`src/rtl/demux_sched_pkg.sv`:
```
// Shared constants and state encoding for the round-robin 1x8 demux scheduler.
package demux_sched_pkg;

  localparam int unsigned N_CH   = 8;
  localparam int unsigned ADDR_W = 3;

  localparam logic [ADDR_W-1:0] LAST_RST = 3'd7;

  typedef enum logic {
    ST_IDLE  = 1'b0,
    ST_ROUTE = 1'b1
  } state_e;

endpackage

```
`src/rtl/demux_1x8.sv`:
```
// 1-to-8 demultiplexer: routes din to out[addr] while sel is high, else all zero.
module demux_1x8 (
  input  logic       sel,
  input  logic [2:0] addr,
  input  logic       din,
  output logic [7:0] out
);

  always_comb begin
    out = '0;
    if (sel) out[addr] = din;
  end

endmodule

```
`src/rtl/demux_1x8_sched.sv`:
```
// Round-robin scheduler granting the 1x8 demux to one channel per DWELL-cycle window.
// Optional per-channel allow mask (ch_mask port) when DEMUX_SCHED_MASK_EN is defined.
module demux_1x8_sched
  import demux_sched_pkg::*;
#(
  parameter int unsigned DWELL = 4
) (
  input  logic       clk,
  input  logic       rst,
  input  logic       en,
  input  logic [7:0] req,
  input  logic       data_in,
`ifdef DEMUX_SCHED_MASK_EN
  input  logic [7:0] ch_mask,
`endif
  output logic       sel,
  output logic [2:0] addr,
  output logic [7:0] grant,
  output logic       done,
  output logic       busy,
  output logic [7:0] out
);

  localparam logic [7:0] CNT_LAST = 8'(DWELL - 1);

  state_e              state_q;
  logic [ADDR_W-1:0]   last_q;
  logic [ADDR_W-1:0]   addr_q;
  logic [N_CH-1:0]     grant_q;
  logic                sel_q;
  logic [7:0]          cnt_q;
  logic [N_CH-1:0]     eff_req;
  logic [ADDR_W-1:0]   pick_d;
  logic                arb_ok;

  // First set bit of r searching last+1, last+2, ... wrapping mod N_CH.
  function automatic logic [ADDR_W-1:0] rr_pick(input logic [N_CH-1:0]   r,
                                                input logic [ADDR_W-1:0] last);
    logic [ADDR_W-1:0] idx;
    logic              found;
    rr_pick = last;
    found   = 1'b0;
    for (int unsigned i = 1; i <= N_CH; i++) begin
      idx = last + ADDR_W'(i);
      if (!found && r[idx]) begin
        rr_pick = idx;
        found   = 1'b1;
      end
    end
  endfunction

`ifdef DEMUX_SCHED_MASK_EN
  assign eff_req = req & ch_mask;
`else
  assign eff_req = req;
`endif

  always_comb begin
    pick_d = rr_pick(eff_req, last_q);
    arb_ok = en && (|eff_req);
  end

  always_ff @(posedge clk) begin
    if (rst) begin
      state_q <= ST_IDLE;
      last_q  <= LAST_RST;
      addr_q  <= '0;
      grant_q <= '0;
      sel_q   <= 1'b0;
      cnt_q   <= '0;
    end else begin
      case (state_q)
        ST_IDLE: begin
          if (arb_ok) begin
            state_q <= ST_ROUTE;
            last_q  <= pick_d;
            addr_q  <= pick_d;
            grant_q <= N_CH'(1) << pick_d;
            sel_q   <= 1'b1;
            cnt_q   <= '0;
          end
        end
        ST_ROUTE: begin
          // Arbitration only happens at the dwell boundary, so grants are non-preemptive.
          if (cnt_q == CNT_LAST) begin
            cnt_q <= '0;
            if (arb_ok) begin
              last_q  <= pick_d;
              addr_q  <= pick_d;
              grant_q <= N_CH'(1) << pick_d;
            end else begin
              state_q <= ST_IDLE;
              grant_q <= '0;
              sel_q   <= 1'b0;
            end
          end else begin
            cnt_q <= cnt_q + 8'd1;
          end
        end
        default: state_q <= ST_IDLE;
      endcase
    end
  end

  assign sel   = sel_q;
  assign busy  = sel_q;
  assign addr  = addr_q;
  assign grant = grant_q;
  assign done  = (state_q == ST_ROUTE) && (cnt_q == CNT_LAST);

  demux_1x8 u_demux (
    .sel  (sel_q),
    .addr (addr_q),
    .din  (data_in),
    .out  (out)
  );

endmodule

```
`config.mk`:
```
export PLATFORM = sky130hd
export DESIGN_NAME = demux_1x8_sched
export DESIGN_NICKNAME = d
export VERILOG_FILES = /design/src/rtl/demux_sched_pkg.sv /design/src/rtl/demux_1x8.sv /design/src/rtl/demux_1x8_sched.sv
export SDC_FILE = /design/constraint.sdc
export NUM_CORES = 1
export LEC_CHECK = 0
export ABC_AREA = 0
export CAP_MARGIN = 10
export CORE_MARGIN = 2
export CORE_UTILIZATION = 25
export CTS_CLUSTER_DIAMETER = 120
export DETAILED_ROUTE_END_ITERATION = 8
export DONT_BUFFER_PORTS = 1
export PLACE_DENSITY_LB_ADDON = 0.05
export RECOVER_POWER = 25
export SETUP_SLACK_MARGIN = 0.3
export SYNTH_ARGS = -nofsm -noshare
export SYNTH_HDL_FRONTEND = slang
export SYNTH_SLANG_ARGS = --single-unit
```
`constraint.sdc`:
```
create_clock -name clk -period 8.4 [get_ports clk]
set_input_delay 1.68 -clock clk [delete_from_list [all_inputs] [get_ports clk]]
set_output_delay 1.68 -clock clk [all_outputs]
set_load 0.02 [all_outputs]
```
==> metrics.cfg <==
[outcome]
outcome = finished clean

[synthesis]
async_flop_share_pct = 0
yosysSeqAreaShare_pct = 22.5
yosysTopAreaCell = dfxtp_1
synth.net_count = 239
syn_area_mm2 = 0.00213
synth_area_leaders = dfxtp_1, mux4_2, nand2_1
syn_area_per_cell_um2 = 9.57
synth_most_common_cell = dfxtp_1
synth_commonest_cells = dfxtp_1, nand2_1, nor2_1
synth_edf_count = 0
yosysWarnings = 0
synth_flop_cell = dfxtp_1
synth_seq_cells = 24
synth_cell_types = 63
synth_top_area_share_pct = 22.5
synthCells = 223

[floorplanning]
die_x_um = 96.4
die_area_mm2 = 0.00929
dieHeight_um = 96.4
std_cell_rows = 33
start_util_pct = 25.8
core_mm2 = 0.00826
io_pins = 34

[place]
port_buffers = 0
dpl_cell_area_mm2 = 0.00220
hpwl_um = 4210
dpl.cell_count = 317
dp_slack_ns = 4.30
place_congestion = 0.771

[cells_and_area]
final_core_util_pct = 27.5
diodes = 0
layout-drive-gt1-share_pct = 21.3
final_cell_area_mm2 = 0.00227
area_growth_pct = 6.56
fin_nets = 233
layout.cells.non_filler = 321

[clock_network]
clk_latency_ns = 0.27
cts_sinks = 24
cts_max_level = 1
root_buffer = clkbuf_8
cts_buffer_depth = 2
cts_hold_buf = 0
clkTransAtPathRegs_ns = 0.08
cts_setup_buffers = 0
cts_tree = done
cts_buffers = 3
cts_resized = 0

[grt]
grt_pass1_vias = 1779
grt_use_total_pct = 12.4
grt_first_pass_wirelength_um = 9110
antenna_found_initial = 0
grt_overflow_total = 0
grt_start_max_net_pins = 20

[timing]
maxSlewHeadroom_pct = 38.0
clock_skew_ns = 0.00431
fmax_ghz = 0.249
drv_slew = 0
rsz0062_at_grt = false
tightest_slew_ns = 0.929
fin_ws_ns = 4.38
post-route-min-period_ns = 4.02
hold_viol = 0
fin_hold_ws_ns = 0.540
setup_viol = 0
setup_tns_ns = 0
finalCritPeriodShare_pct = 47.9

[power]
power.switching_mw = 0.269
switching_share_pct = 43.8
total_power_mw = 0.615
internal-power_mw = 0.346
power.share.sequential_pct = 27.5
powerDensity_mw_per_mm2 = 271
pwr-share-comb_pct = 56.0
p_clk_share_pct = 16.5
p_leak_nw = 0.836
ir_worst_vdd_mv = 0.0709

[route]
route.vias.total = 1721
highest_layer = met4
wire_per_inst_um = 16.9
antenna_left = 0
totalWireLength_um = 5420
vias_per_cell = 5.36
drcViolationCount = 0
wl_met3_um = 279
drt_iter0_markers = 67
m1WireLength_um = 2460
route.met2.wl_um = 2650
first_pass_iters = 4

[critical_path]
worst-setup-path-type = input pin to primary output
cp_slowest_cell = nor3_1
cp-end-kind = primary output
max_stage_delay_ns = 0.53
crit_chain = nand3_1 -> nor3_1
path_buf_inv = 0
worstPathArrival_ns = 2.34
startpoint_type = input pin
crit_fanout = 4
crit_required_ns = 6.72
cp_top_family = simple AND/OR/NAND/NOR gates

[hold_path]
hold_path.class = flop to flop

[job]
drv_cap = 0

## power by group through the flow
stage	Sequential [mW]	Clock (mW)	Combinational (mW)
2_1_floorplan	0.156	0	0.299
3_3_place_gp	0.173	0	0.347
3_5_place_dp	0.173	0	0.346
4_1_cts	0.171	0.106	0.347
5_1_grt	0.174	0.111	0.378
6_report	0.169	0.101	0.344
## state kept, by name (all words and copies together), names as in the netlist
signal   cells
cnt_q        8
state_q      1
last_q       3
grant        8
busy         1
addr         3
## area by class of cell
class	instances	area (um^2)
multi-input cells	179	1550
inverters	8	30.0
repair buffers	1	7.51
flip-flops and latches	24	480
well taps	105	131
clock buffers	3	41.3
fillers	885	5980
clock inverters	1	30.0
## cells in the final DEF, fill, tap and decap left out, types with 2 or more instances in the layout
cell type,netlist,routed
mux4_2,10,10
mux4_1,3,3
nor4_1,4,4
clkbuf_8,0,3
nand3b_1,2,2
nand2_1,22,22
o21ai_0,4,4
a211oi_1,3,3
mux2_4,2,2
nor2_1,21,21
a32o_1,2,2
a21o_1,2,2
a32o_2,2,2
dfxtp_1,24,24
nor3b_1,2,2
a22o_1,2,2
or2_2,3,3
nor3_1,6,6
mux2i_1,8,8
nor2b_1,3,3
inv_1,7,7
mux2_2,7,7
o22ai_1,3,3
or3b_1,2,2
nand2b_1,4,4
o41ai_1,4,4
a21oi_1,8,8
and2_1,3,3
nand3_1,6,6
xor2_1,6,6
xnor2_1,3,3
xnor2_2,3,3
ha_1,4,4
## worst paths after layout
check                                             from               endpoint  slack [ns]  cells after the start
worst max-delay path                           data_in                 out[2]        4.38                      2
worst max register to register  last_q[0]$_SDFFE_PP1P_  grant[0]$_SDFFE_PP0P_        4.38                      9
worst min-delay path             cnt_q[6]$_SDFFE_PP0P_  cnt_q[6]$_SDFFE_PP0P_        0.54                      2
worst min register to register   cnt_q[6]$_SDFFE_PP0P_  cnt_q[6]$_SDFFE_PP0P_        0.54                      2
## layer usage
metal / up-vias / track usage (%)
li1: 834 / -
met1: 846 / 16.8
met2: 37 / 20.7
met3: 4 / 3.18
met4: 0 / 1.29
met5: - / 0
## kinds of logic (layout without fill, tap and decap cells)
kind of cell | Yosys count | count (layout) | synth area share [%]
AO/OA/AOI/OAI | 47 | 47 | 19.4
flip-flops | 24 | 24 | 22.5
multiplexers | 30 | 30 | 23.1
AND/OR/NAND/NOR | 86 | 86 | 22.0
XOR/XNOR | 12 | 12 | 5.98
adder cells (fa/ha/maj) | 4 | 4 | 2.34
buffers and inverters | 20 | 13 | 4.69
(Power assumes the default switching activity.)
